<file path="src/rtl/ctrl_seq.sv">
// rtl/ctrl_seq.sv - control sequencer: fetch/latch/decode/execute T-states with memory wait states
// Outputs are decoded combinationally from state, captured op, flags and the wait counter.
module ctrl_seq #(
  parameter int MEM_WAIT = 0,
  parameter int ONEHOT_W = 18
) (
  input  logic                clk,
  input  logic                rst,
  input  logic                run,
  input  logic [ONEHOT_W-1:0] op,
  input  logic                zf,
  input  logic                bf,
  output logic                iir,
  output logic                eir,
  output logic                epc,
  output logic                ipc,
  output logic                lpc,
  output logic                mar_ld,
  output logic                esp,
  output logic                sp_inc,
  output logic                sp_dec,
  output logic                mrd,
  output logic                mwr,
  output logic                acc_ld,
  output logic [1:0]          acc_src,
  output logic                acc_oe,
  output logic                b_ld,
  output logic [2:0]          alu_op,
  output logic                done,
  output logic                illegal
);

  typedef enum logic [2:0] {
    S_IDLE, S_FETCH, S_LATCH, S_DECODE, S_EX1, S_EX2
  } state_t;

  localparam logic [3:0] WAIT_INIT = 4'(MEM_WAIT);

  localparam int OP_NOP  = 0;
  localparam int OP_LD   = 1;
  localparam int OP_LN   = 2;
  localparam int OP_CP   = 3;
  localparam int OP_ST   = 4;
  localparam int OP_SHL  = 5;
  localparam int OP_ADD  = 6;
  localparam int OP_SUB  = 7;
  localparam int OP_JZ   = 8;
  localparam int OP_JB   = 9;
  localparam int OP_JMP  = 10;
  localparam int OP_XOR  = 11;
  localparam int OP_OR   = 12;
  localparam int OP_AND  = 13;
  localparam int OP_SHR  = 14;
  localparam int OP_NOT  = 15;
  localparam int OP_PUSH = 16;
  localparam int OP_POP  = 17;

  state_t                r_state;
  state_t                w_next;
  logic [3:0]            r_wait;
  logic [3:0]            w_wait_next;
  logic [ONEHOT_W-1:0]   r_op;
  logic                  w_onehot;
  logic                  w_last;
  logic                  w_end;

  assign w_onehot = (op != '0) &&
                    ((op & (op - {{(ONEHOT_W-1){1'b0}}, 1'b1})) == '0);
  assign w_last   = (r_wait == 4'd0);

  always_ff @(posedge clk or posedge rst) begin
    if (rst) begin
      r_state <= S_IDLE;
      r_wait  <= 4'd0;
      r_op    <= '0;
    end else begin
      r_state <= w_next;
      r_wait  <= w_wait_next;
      if (r_state == S_DECODE) r_op <= op;
    end
  end

  always_comb begin
    w_next      = r_state;
    w_wait_next = r_wait;
    w_end       = 1'b0;
    iir = 1'b0; eir = 1'b0; epc = 1'b0; ipc = 1'b0; lpc = 1'b0;
    mar_ld = 1'b0; esp = 1'b0; sp_inc = 1'b0; sp_dec = 1'b0;
    mrd = 1'b0; mwr = 1'b0; acc_ld = 1'b0; acc_src = 2'd0;
    acc_oe = 1'b0; b_ld = 1'b0; alu_op = 3'd0; done = 1'b0; illegal = 1'b0;

    case (r_state)
      S_IDLE: begin
        if (run) begin
          w_next      = S_FETCH;
          w_wait_next = WAIT_INIT;
        end
      end
      S_FETCH: begin
        epc = 1'b1;
        mrd = 1'b1;
        if (w_last) w_next = S_LATCH;
        else        w_wait_next = r_wait - 4'd1;
      end
      S_LATCH: begin
        iir    = 1'b1;
        ipc    = 1'b1;
        w_next = S_DECODE;
      end
      S_DECODE: begin
        // Live op is used here; r_op only becomes valid from EX1 onward.
        if (!w_onehot) begin
          illegal = 1'b1;
          done    = 1'b1;
          w_end   = 1'b1;
        end else if (op[OP_NOP]) begin
          done  = 1'b1;
          w_end = 1'b1;
        end else begin
          w_next = S_EX1;
          if (op[OP_POP]) w_wait_next = WAIT_INIT;
        end
      end
      S_EX1: begin
        if (r_op[OP_LD] || r_op[OP_ST]) begin
          eir    = 1'b1;
          mar_ld = 1'b1;
          w_next = S_EX2;
          if (r_op[OP_LD]) w_wait_next = WAIT_INIT;
        end else if (r_op[OP_LN]) begin
          eir = 1'b1; acc_ld = 1'b1; acc_src = 2'd1; done = 1'b1; w_end = 1'b1;
        end else if (r_op[OP_CP]) begin
          b_ld = 1'b1; done = 1'b1; w_end = 1'b1;
        end else if (r_op[OP_JMP] || (r_op[OP_JZ] && zf) || (r_op[OP_JB] && bf)) begin
          eir = 1'b1; lpc = 1'b1; done = 1'b1; w_end = 1'b1;
        end else if (r_op[OP_PUSH]) begin
          sp_dec = 1'b1;
          w_next = S_EX2;
        end else if (r_op[OP_POP]) begin
          esp     = 1'b1;
          mrd     = 1'b1;
          acc_src = 2'd2;
          if (w_last) begin
            acc_ld = 1'b1;
            w_next = S_EX2;
          end else begin
            w_wait_next = r_wait - 4'd1;
          end
        end else begin
          // ALU group and untaken branches finish here.
          done  = 1'b1;
          w_end = 1'b1;
          if (r_op[OP_SHL] || r_op[OP_ADD] || r_op[OP_SUB] || r_op[OP_XOR] ||
              r_op[OP_OR]  || r_op[OP_AND] || r_op[OP_SHR] || r_op[OP_NOT]) begin
            acc_ld = 1'b1;
            if      (r_op[OP_SUB]) alu_op = 3'd1;
            else if (r_op[OP_SHL]) alu_op = 3'd2;
            else if (r_op[OP_SHR]) alu_op = 3'd3;
            else if (r_op[OP_XOR]) alu_op = 3'd4;
            else if (r_op[OP_OR])  alu_op = 3'd5;
            else if (r_op[OP_AND]) alu_op = 3'd6;
            else if (r_op[OP_NOT]) alu_op = 3'd7;
            else                   alu_op = 3'd0;
          end
        end
      end
      S_EX2: begin
        if (r_op[OP_LD]) begin
          mrd     = 1'b1;
          acc_src = 2'd2;
          if (w_last) begin
            acc_ld = 1'b1; done = 1'b1; w_end = 1'b1;
          end else begin
            w_wait_next = r_wait - 4'd1;
          end
        end else if (r_op[OP_ST]) begin
          acc_oe = 1'b1; mwr = 1'b1; done = 1'b1; w_end = 1'b1;
        end else if (r_op[OP_PUSH]) begin
          esp = 1'b1; acc_oe = 1'b1; mwr = 1'b1; done = 1'b1; w_end = 1'b1;
        end else if (r_op[OP_POP]) begin
          sp_inc = 1'b1; done = 1'b1; w_end = 1'b1;
        end else begin
          w_end = 1'b1;
        end
      end
      default: w_next = S_IDLE;
    endcase

    if (w_end) begin
      if (run) begin
        w_next      = S_FETCH;
        w_wait_next = WAIT_INIT;
      end else begin
        w_next = S_IDLE;
      end
    end
  end

endmodule

</file>
<file path="config.mk">
export PLATFORM = sky130hd
export DESIGN_NAME = ctrl_seq
export DESIGN_NICKNAME = d
export VERILOG_FILES = /design/src/rtl/ctrl_seq.sv
export SDC_FILE = /design/constraint.sdc
export NUM_CORES = 1
export LEC_CHECK = 0
export CELL_PAD_IN_SITES_DETAIL_PLACEMENT = 1
export CELL_PAD_IN_SITES_GLOBAL_PLACEMENT = 1
export CORE_MARGIN = 3
export CORE_UTILIZATION = 25
export DETAILED_ROUTE_END_ITERATION = 16
export GPL_TIMING_DRIVEN = 0
export PLACE_DENSITY_LB_ADDON = 0.3
export SKIP_CTS_REPAIR_TIMING = 1
export SYNTH_ARGS = -nofsm -noshare
export SYNTH_HDL_FRONTEND = slang
export SYNTH_SLANG_ARGS = --single-unit
</file>
<file path="constraint.sdc">
create_clock -name clk -period 2.9 [get_ports clk]
set_input_delay 0.725 -clock clk [delete_from_list [all_inputs] [get_ports clk]]
set_output_delay 0.725 -clock clk [all_outputs]
set_load 0.005 [all_outputs]
</file>
==> results.sh, run 1 <==
export IMPL_status="finished with violations"
export IMPL_violations="negative setup slack"
export IMPL_r2r_slack_ps=390
export IMPL_ctsHtreeMaxLevel=1
export IMPL_clk_path_buf_depth=2
export IMPL_fin_total_pwr_w=0.00228
export IMPL_tns_ps=-605
export IMPL_ys_seq_elements=24
export IMPL_dp_cells=398
export IMPL_wirelength_microns=7480
export IMPL_fmax_ghz=0.305
export IMPL_drive_above_1_share_pct=26.3
export IMPL_ios=44
export IMPL_layout_nets=345
export IMPL_skew_ps=4.03
export IMPL_postSynthAreaPerCell_sq_um=7.44
export IMPL_vdd_drop_max_uv=332
export IMPL_wl_per_cell_microns=17.9
export IMPL_n_fill_cell=862
export IMPL_gp_congestion=0.858
export IMPL_crit_path_end_kind="primary output"
export IMPL_dr_pass1_iters=4
export IMPL_drt_iter0_markers=94
export IMPL_synthArstFlopShare_pct=100
export IMPL_rsz0062_at_grt="true"
export IMPL_min_period_over_period_pct=113
export IMPL_start_util_pct=26.1
export IMPL_utilization_pct=39.1
export IMPL_synth_warnings=0
export IMPL_rr_endpoint="r_state[0]$_DFFE_PP0P_"
export IMPL_drt_vias_per_instance=5.33
export IMPL_required_ps=2170
export IMPL_tightest_slew_ps=1010
export IMPL_arrival_ps=2560
export IMPL_clk_latency_ps=290
export IMPL_dp_hpwl_microns=5290
export IMPL_die_area_sq_um=8730
export IMPL_synth_area_sq_um=1910
export IMPL_antenna_left=0
export IMPL_synth_ff_type="dfrtp_1"
export IMPL_yosysSeqAreaShare_pct=31.4
export IMPL_r2r_start="r_wait[0]$_DFF_PP0_"
export IMPL_slowest_stage="or4_4"
export IMPL_power_density_nw_per_um2=798
export IMPL_relSlewSlack_pct=32.5
export IMPL_final_cell_mix="nand2_1 (56), buf_4 (22), nor2_1 (21)"
export IMPL_dr_total_vias=2235
export IMPL_grt_pass1_wl_microns=11400
export IMPL_synth_cells=257
export IMPL_grt_usage_pct=16.5
export IMPL_setup_viol=3
export IMPL_antennaDiodeCount=0
export IMPL_worstHoldStart="r_op[6]$_DFFE_PP0P_"
export IMPL_die_h_microns=93.5
export IMPL_cts_sinks=24
export IMPL_cts_made_buffers=3
export IMPL_leakage_nw=1.34
export IMPL_register_area_sq_um=607
export IMPL_whs_path_depth=2
export IMPL_ys_types=55
export IMPL_synth_nets=281
export IMPL_hold_end="r_op[6]$_DFFE_PP0P_"
export IMPL_port_buffer_count=42
export IMPL_area_growth_pct=49.7
export IMPL_min_path_type="flip-flop to flip-flop"
export IMPL_antenna_found_initial=0
export IMPL_dieWidth_microns=93.5
export IMPL_setup_slack_ps=-384
export IMPL_cp_slowest_stage_delay_ps=530
export IMPL_cp_startpoint="op[0]"
export IMPL_finalHoldViolCount=0
export IMPL_multi_input_area_sq_um=1380
export IMPL_synth_top_area_share_pct=31.4
export IMPL_overflow=0
export IMPL_fin_area_sq_um=2860
export IMPL_ff2ff_path_depth=8
export IMPL_period_needed_ps=3280
export IMPL_drc=0
export IMPL_slew_violations=0
export IMPL_fp_row_count=31
export IMPL_crit_path_max_fanout=5
export IMPL_grt_max_degree=25
export IMPL_start_kind="input pin"
export IMPL_dpl_instance_area_sq_um=2460
export IMPL_layout_commonest_cell="nand2_1"
export IMPL_synth_enable_flop_cells=0
export IMPL_cts_tree="done"
export IMPL_path_class="input pin to primary output"
export IMPL_path_cells="buf_12, or4_4, o311a_1, a211o_1, nor4_4, buf_4, nand3b_1, a21o_1, buf_2"
export IMPL_grt_pass1_vias=2222
export IMPL_core_sq_um=7330
export IMPL_synth_area_leaders="dfrtp_1 (31%), nand2_1 (11%), nor2_1 (4.9%)"
export IMPL_clockRootBuffer="clkbuf_8"
export IMPL_yosysTopAreaCell="dfrtp_1"
export IMPL_maxCapViolCount=0
export IMPL_fin_cells=419
export IMPL_clkTransAtPathRegs_ps=100
[critical path: cells and delay by family]
family | cells | cell delay, ps
buf+inv | 3 | 400
compound gates | 3 | 620
simple gates | 3 | 810
[logic make-up after synthesis]
family	after synthesis	synth area share (%)
AO/OA/AOI/OAI	76	27.1
adder cells (fa/ha/maj)	3	1.70
buffers and inverters	24	5.50
flip-flops	24	31.4
multiplexers	1	0.524
AND/OR/NAND/NOR	129	33.8
[synth_stat cells, types with 2 or more instances]
cell type and count:
nand2_1 58, nor2_1 25, dfrtp_1 24, a21oi_1 16, o21ai_0 14, inv_1 11, clkbuf_1 10, nor3_1 8
o31ai_1 8, a31oi_1 6, nor4_1 6, a21o_1 5, nand3_1 4, nor3b_1 4, nand2b_1 3, a211oi_2 2
a21boi_1 2, a221o_1 2, a221oi_1 2, and3_1 2, buf_4 2, maj3_1 2, nor4_2 2, nor4b_1 2
o211ai_1 2, o21bai_1 2, o221ai_1 2, o22ai_1 2, o32ai_1 2, or3_1 2
[final cells by class]
class                           instances  area share, %
Clock inverter                          1           1.05
Buffer                                 10           2.27
Timing Repair Buffer                   62           20.1
Clock buffer                            3           1.44
Tap cell                               99           4.33
Inverter                               11           1.44
Multi-Input combinational cell        209           48.2
Sequential cell                        24           21.2
[how the worst max path moves through the flow]
stage | end | slack (ps)
final | done | -380
after detailed placement | done | -1260
after CTS | done | -1260
after global routing | done | -480
after global placement | done | -1260
after floorplan | done | -100
[sequential cells by signal, summed over array words and instances (netlist names)]
name / cells
r_state: 3
r_wait: 4
r_op: 17
[routing by layer]
| layer | up-vias | wire (microns) | global-route usage (%) |
|---|---|---|---|
| li1 | 1064 | - | - |
| met5 | - | 0 | 0 |
| met2 | 42 | 3540 | 26.8 |
| met4 | 0 | 136 | 5.13 |
| met1 | 1119 | 3550 | 22.7 |
| met3 | 10 | 261 | 1.85 |
[stage by stage]
step | hold WS [ps] | worst slack, ps
global placement | 472 | -1260
finish | 512 | -384
CTS | 507 | -1260
detailed placement | 481 | -1260
floorplan | 446 | -103
global route | 534 | -475
[report_power, final]
group / switching [W] / internal [W] / total [W]
Sequential: 0.000212 / 0.000493 / 0.000705
Clock: 0.000134 / 0.000185 / 0.000319
Combinational: 0.000752 / 0.000508 / 0.00126
No activity file was read; power rests on OpenSTA's default activity.
==> run 2, diff against run 1 <==
--- a/config.mk
+++ b/config.mk
@@ -9,6 +9,7 @@
 export CELL_PAD_IN_SITES_GLOBAL_PLACEMENT = 1
 export CORE_MARGIN = 3
 export CORE_UTILIZATION = 25
+export CTS_CLUSTER_SIZE = 28
 export DETAILED_ROUTE_END_ITERATION = 16
 export GPL_TIMING_DRIVEN = 0
 export PLACE_DENSITY_LB_ADDON = 0.3
==> constraint.sdc (replaced) <==
create_clock -name clk -period 3.9 [get_ports clk]
set_input_delay 0.975 -clock clk [delete_from_list [all_inputs] [get_ports clk]]
set_output_delay 0.975 -clock clk [all_outputs]
set_load 0.005 [all_outputs]
==> run 2 against run 1 <==
Effect of this change: the run still ends with negative setup slack left; critical path depth unchanged; cell area decreased by 5.4%; clock skew increased by 1.7 ps; via count decreased by 5.3%; total power decreased by 31%; combinational power decreased by 31%; first-iteration DRC count increased by 29%; register-to-register slack improved by 960 ps; sequential power decreased by 32%; global-route usage decreased by 0.23 points; flip-flop and latch count unchanged.
==> results.sh, run 2 (synthesized netlist as in run 1, its figures left out) <==
export IMPL_status="finished with violations"
export IMPL_violations="negative setup slack"
export IMPL_crit_path_max_fanout=5
export IMPL_reg_largest_list="r_op: 17 flops, r_wait: 4 flops, r_state: 3 flops"
export IMPL_clkTransAtPathRegs_ps=100
export IMPL_finalHoldViolCount=0
export IMPL_area_growth_pct=41.6
export IMPL_ios=44
export IMPL_die_area_sq_um=8730
export IMPL_relSlewSlack_pct=33.4
export IMPL_dieWidth_microns=93.5
export IMPL_antennaDiodeCount=0
export IMPL_vdd_drop_max_uv=210
export IMPL_period_needed_ps=3930
export IMPL_cts_made_buffers=3
export IMPL_layout_nets=336
export IMPL_switching_share_pct=47.5
export IMPL_drt_iter0_markers=121
export IMPL_wl_per_cell_microns=17.3
export IMPL_top_register="r_op"
export IMPL_grt_pass1_vias=2069
export IMPL_dp_hpwl_microns=5300
export IMPL_fp_row_count=31
export IMPL_power_density_nw_per_um2=584
export IMPL_required_ps=2920
export IMPL_internal_power_w=0.000831
export IMPL_netSwitchingPower_w=0.000752
export IMPL_preCtsSetupSlack_ps=-750
export IMPL_ff2ff_path_depth=9
export IMPL_cts_tree="done"
export IMPL_fin_area_sq_um=2710
export IMPL_dpl_instance_area_sq_um=2460
export IMPL_setup_viol=1
export IMPL_path_class="input pin to primary output"
export IMPL_whs_ps=523
export IMPL_wirelength_microns=7100
export IMPL_drc=0
export IMPL_maxCapViolCount=0
export IMPL_leakage_nw=1.29
export IMPL_r2r_slack_ps=1350
export IMPL_ctsHtreeMaxLevel=1
export IMPL_slew_violations=0
export IMPL_fin_total_pwr_w=0.00158
export IMPL_seq_power_share_pct=30.5
export IMPL_clk_path_buf_depth=2
export IMPL_layout_commonest_cell="nand2_1"
export IMPL_clk_latency_ps=280
export IMPL_min_path_type="flip-flop to flip-flop"
export IMPL_port_buffer_count=42
export IMPL_core_sq_um=7330
export IMPL_antenna_found_initial=0
export IMPL_final_cell_mix="nand2_1 (58), dfrtp_1 (24), nor2_1 (23)"
export IMPL_r2r_start="r_wait[0]$_DFF_PP0_"
export IMPL_grt_max_degree=25
export IMPL_gp_congestion=0.848
export IMPL_skew_ps=5.68
export IMPL_tightest_slew_ps=997
export IMPL_comb_power_share_pct=54.7
export IMPL_cts_sinks=24
export IMPL_die_h_microns=93.5
export IMPL_drive_above_1_share_pct=13.5
export IMPL_hold_end="r_op[14]$_DFFE_PP0P_"
export IMPL_start_kind="input pin"
export IMPL_min_period_over_period_pct=101
export IMPL_rr_endpoint="r_state[0]$_DFFE_PP0P_"
export IMPL_drt_vias_per_instance=5.16
export IMPL_dr_total_vias=2116
export IMPL_overflow=0
export IMPL_whs_path_depth=2
export IMPL_clkPwrFrac_pct=14.9
export IMPL_utilization_pct=36.9
export IMPL_rsz0062_at_grt="true"
export IMPL_worstHoldStart="r_op[14]$_DFFE_PP0P_"
export IMPL_setup_slack_ps=-29.1
export IMPL_grt_pass1_wl_microns=11200
export IMPL_clockRootBuffer="clkbuf_8"
export IMPL_grt_usage_pct=16.2
export IMPL_arrival_ps=2950
export IMPL_dr_pass1_iters=4
export IMPL_largest_register_ffs=17
export IMPL_fmax_ghz=0.255
export IMPL_antenna_left=0
export IMPL_crit_path_end_kind="primary output"
export IMPL_start_util_pct=26.1
run 2: cell count changes in the layout (fill, tap and decap cells not counted), moves of 5 or more:
cell,before,now
clkbuf_2,7,2
dfrtp_1,19,24
clkdlybuf4s50_1,14,22
dfrtp_2,5,0
buf_4,22,10
clkbuf_1,4,10
run 2: per-layer routing:
layer,routed length [microns],track usage [%],part of all wire [%]
met1,3540,24.1,50
met3,219,1.37,3.1
met5,0,0,0
met4,70,4.03,0.99
met2,3260,25.1,46
run 2: layout make-up:
class                           count  area [sq um]
Tap cell                           99           124
Buffer                             13          63.8
Clock buffer                        3          41.3
Clock inverter                      1          30.0
Fill cell                         882          4620
Multi-Input combinational cell    209          1310
Inverter                           11          41.3
Sequential cell                    24           601
Timing Repair Buffer               50           500
run 2: through the flow:
stage          TNS (ps)  cells
3_3_place_gp      -2660    398
2_1_floorplan         0    257
6_report          -29.1    410
3_5_place_dp      -2830    398
4_1_cts           -2890    402
5_1_grt           -92.4    410
run 2: how the worst max path moves through the flow:
| stage | startpoint | endpoint | slack, ps | cells past startpoint |
|---|---|---|---|---|
| 2_1_floorplan | op[0] | done | 360 | 7 |
| 3_3_place_gp | op[1] | done | -720 | 8 |
| 3_5_place_dp | op[1] | done | -750 | 8 |
| 4_1_cts | op[1] | done | -770 | 8 |
| 5_1_grt | op[1] | done | -90 | 9 |
| 6_report | op[1] | done | -30 | 9 |
run 2: power by group through the flow:
stage	clock (W)	combinational (W)	sequential (W)
after floorplan	0	0.000564	0.000442
after global placement	0	0.000814	0.000477
after detailed placement	0	0.000824	0.000484
after CTS	0.000237	0.000829	0.000477
after global routing	0.000246	0.000979	0.000502
final	0.000235	0.000865	0.000482
run 2: critical path: stages:
cell,delay [ps]
buf_2,150
or4_4,540
o311a_1,130
a211o_1,270
nor4_4,310
buf_4,170
nand3b_1,70
a21o_1,180
dlymetal6s2s_1,150
==> run 3, diff against run 2 <==
--- a/config.mk
+++ b/config.mk
@@ -7,12 +7,12 @@
 export LEC_CHECK = 0
 export CELL_PAD_IN_SITES_DETAIL_PLACEMENT = 1
 export CELL_PAD_IN_SITES_GLOBAL_PLACEMENT = 1
-export CORE_MARGIN = 3
+export CORE_MARGIN = 1
 export CORE_UTILIZATION = 25
 export CTS_CLUSTER_SIZE = 28
 export DETAILED_ROUTE_END_ITERATION = 16
 export GPL_TIMING_DRIVEN = 0
-export PLACE_DENSITY_LB_ADDON = 0.3
+export PLACE_DENSITY = 0.62
 export SKIP_CTS_REPAIR_TIMING = 1
 export SYNTH_ARGS = -nofsm -noshare
 export SYNTH_HDL_FRONTEND = slang
==> run 3 against run 2 <==
Effect of this change: the run still ends with negative setup slack left; combinational power down 0.8%; count of clock-buffer cells in the layout is the same; wire length down 4.3%; flip-flop and latch count is the same; non-clock buffer count is 2 lower; critical path type unchanged; fmax shrank 1.1%.
==> results.sh, run 3 (synthesized netlist as in run 1, its figures left out) <==
export IMPL_path_cells="buf_2, or4_4, o311a_1, a211o_1, nor4_4, buf_4, nand3b_1, a21o_1, dlymetal6s2s_1"
export IMPL_core_sq_um=7330
export IMPL_crit_path_max_fanout=5
export IMPL_antenna_left=0
export IMPL_required_ps=2920
export IMPL_drt_iter0_markers=98
export IMPL_fin_area_sq_um=2670
export IMPL_dieWidth_microns=89.5
export IMPL_slowest_stage="or4_4"
export IMPL_ios=44
export IMPL_cts_sinks=24
export IMPL_arrival_ps=3000
export IMPL_finalHoldViolCount=0
export IMPL_dr_pass1_iters=4
export IMPL_drc=0
export IMPL_fmax_ghz=0.252
export IMPL_skew_ps=5.88
export IMPL_grt_pass1_wl_microns=11000
export IMPL_r2r_slack_ps=1360
export IMPL_multi_input_area_sq_um=1290
export IMPL_grt_usage_pct=18.2
export IMPL_tightest_slew_ps=999
export IMPL_wl_per_cell_microns=16.6
export IMPL_reg_largest_list="r_op: 17 flops, r_wait: 4 flops, r_state: 3 flops"
export IMPL_crit_path_end_kind="primary output"
export IMPL_dp_cells=398
export IMPL_n_fill_cell=885
export IMPL_start_util_pct=26.1
export IMPL_status="finished with violations"
export IMPL_clkTransAtPathRegs_ps=90
export IMPL_cts_made_buffers=3
export IMPL_final_cell_mix="nand2_1 (58), clkdlybuf4s50_1 (25), dfrtp_1 (24)"
export IMPL_worstHoldStart="r_op[6]$_DFFE_PP0P_"
export IMPL_setup_viol=1
export IMPL_fp_row_count=31
export IMPL_drive_above_1_share_pct=12.3
export IMPL_ctsHtreeMaxLevel=1
export IMPL_wirelength_microns=6790
export IMPL_clk_path_buf_depth=2
export IMPL_overflow=0
export IMPL_slew_violations=0
export IMPL_grtUsageMet3_pct=1.48
export IMPL_die_area_sq_um=8000
export IMPL_port_buffer_count=42
export IMPL_antennaDiodeCount=0
export IMPL_whs_path_depth=2
export IMPL_fin_cells=408
export IMPL_area_growth_pct=39.8
export IMPL_relSlewSlack_pct=33.3
export IMPL_layout_nets=334
export IMPL_dp_hpwl_microns=5250
export IMPL_whs_ps=513
export IMPL_cp_slowest_stage_delay_ps=530
export IMPL_met1_usage_pct=28.2
export IMPL_vdd_drop_max_uv=202
export IMPL_cp_startpoint="op[1]"
export IMPL_grt_pass1_vias=2029
export IMPL_dpl_instance_area_sq_um=2460
export IMPL_leakage_nw=1.23
export IMPL_cts_tree="done"
export IMPL_antenna_found_initial=0
export IMPL_hold_end="r_op[6]$_DFFE_PP0P_"
export IMPL_violations="negative setup slack"
export IMPL_grt_busiest_layer="met1"
export IMPL_top_register="r_op"
export IMPL_clk_latency_ps=280
export IMPL_setup_slack_ps=-71.5
export IMPL_maxCapViolCount=0
export IMPL_rr_endpoint="r_state[0]$_DFFE_PP0P_"
export IMPL_path_class="input pin to primary output"
export IMPL_dr_total_vias=2100
export IMPL_power_density_nw_per_um2=586
export IMPL_die_h_microns=89.5
export IMPL_rsz0062_at_grt="true"
export IMPL_largest_register_ffs=17
export IMPL_grt_use_met2_pct=27.8
export IMPL_register_area_sq_um=601
export IMPL_utilization_pct=36.5
export IMPL_gp_congestion=0.828
export IMPL_ff2ff_path_depth=9
export IMPL_min_path_type="flip-flop to flip-flop"
export IMPL_drt_vias_per_instance=5.15
export IMPL_period_needed_ps=3970
export IMPL_layout_commonest_cell="nand2_1"
export IMPL_grt_max_degree=25
export IMPL_start_kind="input pin"
export IMPL_r2r_start="r_wait[0]$_DFF_PP0_"
export IMPL_min_period_over_period_pct=102
export IMPL_clockRootBuffer="clkbuf_8"
[run 3: cell count changes in the layout (fill, tap and decap cells not counted), sizes merged]
cell	delta
buf	-2
clkdlybuf4s50	+3
dlymetal6s2s	-3
[run 3: critical path: cells and delay by family]
kind | cells | cell delay [ps]
and+or+nand+nor | 3 | 940
buffers and inverters | 3 | 470
AOI/OAI and AO/OA | 3 | 610
[run 3: worst max path at each step]
stage / end / slack, ps / cells after the start
final: done / -70 / 9
after CTS: done / -750 / 8
after floorplan: done / 360 / 7
after detailed placement: done / -740 / 8
after global routing: done / -170 / 9
after global placement: done / -700 / 8
[run 3: through the flow]
step / total power, W / TNS (ps) / setup WS, ps
finish: 0.00157 / -71.5 / -71.5
global route: 0.00171 / -165 / -165
CTS: 0.00154 / -2810 / -755
detailed placement: 0.00131 / -2750 / -740
global placement: 0.00130 / -2600 / -705
floorplan: 0.00101 / 0 / 358
[run 3: layout make-up]
| cell class | count | area share, % |
|---|---|---|
| clock inverters | 1 | 1.12 |
| flip-flops and latches | 24 | 22.5 |
| repair buffers | 48 | 17.9 |
| plain buffers | 13 | 2.39 |
| clock buffers | 3 | 1.54 |
| multi-input cells | 209 | 48.4 |
| inverters | 11 | 1.54 |
| well taps | 99 | 4.63 |
[run 3: where the power goes]
| group | switching [W] | internal, W |
|---|---|---|
| combinational | 0.000537 | 0.000322 |
| clock | 0.0000929 | 0.000137 |
| sequential | 0.000115 | 0.000362 |
[run 3: layer usage]
layer	routed length [microns]	part of all wire, %
met2	3000	44
met3	116	1.7
met1	3640	54
met4	26	0.38
met5	0	0
==> RTL edit 1: new RTL, settings of run 1 <==
Encoding of `state_t`: now one-hot (6 bits for 6 states).
--- a/src/rtl/ctrl_seq.sv
+++ b/src/rtl/ctrl_seq.sv
@@ -31,6 +31,6 @@
 );
 
-  typedef enum logic [2:0] {
-    S_IDLE, S_FETCH, S_LATCH, S_DECODE, S_EX1, S_EX2
+  typedef enum logic [5:0] {
+    S_IDLE = 6'b000001, S_FETCH = 6'b000010, S_LATCH = 6'b000100, S_DECODE = 6'b001000, S_EX1 = 6'b010000, S_EX2 = 6'b100000
   } state_t;
 
Function: same outputs for any inputs over 10 cycles, from zero or initial values and one cycle with rst high; not proved beyond that.
==> RTL edit 1 against run 1 <==
The run still ends with setup timing left. Setup slack got worse by 0.058 ns. Clock skew decreased by 0.00085 ns. Die area increased by 5.7%. Sequential cell count increased by 3. Clock power decreased by 28%. Routed wire length increased by 2.0%. Final cell count increased by 6.9%. Synthesized area increased by 6.1%. Total power decreased by 8.2%. Register-to-register slack about the same. First-iteration DRC count decreased by 34%. Cell area increased by 12%. Count of clock-buffer cells in the layout increased by 1. Critical path type unchanged.
==> RTL edit 1: results <==
outcome:
  status: "finished, violations left"
  failed_checks: "setup timing"
timing:
  finalSetupViolations: 6
  tightest_slew_ns: 1.08
  setup_tns_ns: -1.11
  worst_slack_ns: -0.441
place:
  place_inst: 415
  pre_cts_slack_ns: -1.45
  port_buffers: 43
  dp.final_hpwl_um: 5250
  place_area_mm2: 0.00259
  routabilityCongestion: 0.854
finish:
  nClkBuffers: 4
  drive_gt1_share_pct: 34.1
  multi_input_gates: 221
  fillers: 940
  multi_input_area_mm2: 0.00157
  buf_share_pct: 23.1
  reg_top3: "r_op x17, r_state x6, r_wait x4"
  seq_area_um2: 682
  signal_buffers: 84
  clock_area_share_pct: 1.40
  finalNonFillerCells: 448
global_route:
  grt_util_met3_pct: 1.88
  grt_max_degree: 28
  grt_pass1_wl_um: 11100
  first_global_vias: 2252
  met2_usage_pct: 25.7
  use_met1_pct: 20.5
  grt_usage_pct: 15.1
detailed_routing:
  drt_wl_total_um: 7630
  wl_met3_um: 298
  wl_met2_um: 4040
  drt_iter0_drc: 62
critical_path:
  cp_slowest_cell: "nor4_1"
  startpoint: "op[2]"
  crit_path_max_fanout: 4
  r2r_end: "r_state[1]"
  reg2regPathDepth: 10
  cpPeakStageDelay_ns: 0.48
synth:
  synth_seq_cells: 27
  synth_cell_types: 56
  synthTopCellsByArea: "dfrtp_1 (32%), nand2_1 (10%), nor2_1 (5.6%), nor3_1 (4.7%), o21ai_0 (4.2%)"
  synthTopCellsByCount: "nand2_1 (55), nor2_1 (30), dfrtp_1 (26)"
power:
  leakage_nw: 1.56
worst_hold_path:
  whs_endpoint: "r_op[10]"
## RTL edit 1: changes by cell type after synthesis, sizes merged, moves of 3 or more
cell | before | now
nor2 | 25 | 30
o21ai | 15 | 19
nor3 | 9 | 19
o211a | 0 | 3
o31ai | 8 | 1
nand2 | 58 | 55
a31oi | 7 | 2
or3 | 2 | 6
a21o | 5 | 0
nand4 | 1 | 5
## RTL edit 1: logic make-up after synthesis
group / Yosys count / share of synthesized area (%)
XOR/XNOR: 1 / 0.432
AO/OA/AOI/OAI: 65 / 21.5
flip-flops: 27 / 33.4
multiplexers: 1 / 0.494
adder cells (fa/ha/maj): 2 / 1.11
buffers and inverters: 22 / 4.44
AND/OR/NAND/NOR: 152 / 38.6
## RTL edit 1: power breakdown
group          internal [W]  switching [W]
clock network     0.0000987       0.000130
logic              0.000484       0.000652
registers          0.000539       0.000194
==> RTL edit 2: new RTL, config.mk and constraints of run 1 <==
Made on the original files. Change the parameter `ONEHOT_W` from 18 to 36.
--- a/src/rtl/ctrl_seq.sv
+++ b/src/rtl/ctrl_seq.sv
@@ -3,5 +3,5 @@
 module ctrl_seq #(
   parameter int MEM_WAIT = 0,
-  parameter int ONEHOT_W = 18
+  parameter int ONEHOT_W = 36
 ) (
   input  logic                clk,
Interface: changed (resized op); port bits go from 44 to 62. No check against the original RTL was run, so the function may have changed too.
==> RTL edit 2 against run 1 <==
The run still ends with setup timing left. Sequential power fell by 4.3%. Clock power fell by 26%. Register-to-register slack improved by 0.02 ns. Routed wire length rose by 12%. Setup slack got worse by 0.59 ns. Non-clock buffer count rose by 19. Sequential share of layout area fell by 3.7 points. Fmax fell by 15%. Sequential cell count did not move. Cell area rose by 21%. Total power rose by 2.4%. Synthesized area rose by 16%. Critical path type unchanged.
==> RTL edit 2: results <==
outcome:
  status: "finished, violations left"
  failed_checks: "setup timing"
critical_path:
  ff2ff_setup_slack_ns: 0.41
  worstPathArrival_ns: 3.15
  startpoint: "op[16]"
  crit_path_max_fanout: 6
synth:
  synth_cell_types: 59
  seq_area_frac_synth_pct: 27.1
  synthCells: 305
  synthTopCellsByArea: "dfrtp_1 (27%), nand2_1 (9.8%), nor2_1 (6.4%), o21ai_0 (4.5%), nor3_1 (4.1%)"
timing:
  relSlewSlack_pct: 36.4
  worst_slack_ns: -0.972
  finalSetupViolations: 8
  fin_skew_ns: 0.00565
place:
  pre_cts_slack_ns: -1.79
  dp.final_hpwl_um: 6390
  place_area_mm2: 0.00295
  place_inst: 469
  routabilityCongestion: 0.886
finish:
  fillers: 1026
  drive_gt1_share_pct: 24.6
  num-nets-final: 429
  finalNonFillerCells: 491
detailed_routing:
  wl_per_cell_um: 17.1
  drt_iter0_drc: 122
  via_per_inst: 5.46
global_route:
  grt_usage_pct: 16.0
  grt_pass1_wl_um: 13100
power:
  ir_drop_v: 0.000188
clocking:
  insertion_delay_ns: 0.27
## RTL edit 2: logic make-up (layout without fill, tap and decap cells)
group | count (synthesis) | count (layout) | share of synthesized area (%)
compound gates | 73 | 73 | 23.5
fa+ha+maj | 2 | 2 | 1.02
simple gates | 174 | 174 | 40.0
mux | 6 | 6 | 2.82
buf+inv | 26 | 107 | 5.58
flops | 24 | 24 | 27.1
## RTL edit 2: critical path: stages
cell and delay, ns:
clkdlybuf4s50_1 0.56, nor4_4 0.26, nand3_2 0.17, or2_1 0.28, o32a_1 0.38, nor4_4 0.27, nand2_1 0.13, nor2_2 0.15
o2bb2ai_2 0.08, buf_2 0.15
## RTL edit 2: how the worst min path moves through the flow
stage                         from  cells after the start  slack, ns        to
after global placement    r_op[10]                      2       0.46  r_op[10]
after floorplan           r_op[10]                      2       0.45  r_op[10]
final                      r_op[6]                      2       0.51   r_op[6]
after detailed placement   r_op[9]                      2       0.47   r_op[9]
after global routing       r_op[6]                      2       0.54   r_op[6]
after CTS                  r_op[9]                      2       0.49   r_op[9]
## RTL edit 2: final cells by class
| cell class | instances | area (µm²) | area share (%) |
|---|---|---|---|
| flip-flops and latches | 24 | 604 | 17.5 |
| inverters | 12 | 45.0 | 1.30 |
| multi-input cells | 255 | 1750 | 50.8 |
| plain buffers | 13 | 81.3 | 2.36 |
| repair buffers | 78 | 783 | 22.7 |
| well taps | 105 | 131 | 3.80 |
| clock buffers | 4 | 55.1 | 1.59 |
## RTL edit 2: power breakdown
part	switching [W]	leakage [nW]	internal, W
Sequential	0.000186	0.296	0.000489
Clock	0.000116	0.0288	0.000122
Combinational	0.000823	1.30	0.000605
Total	0.00112	1.62	0.00122
## RTL edit 2: per-layer routing
layer	global-route usage [%]	routed length, µm
met1	22.2	3890
met2	26.9	4110
met3	1.60	297
met4	3.32	89
met5	0	0
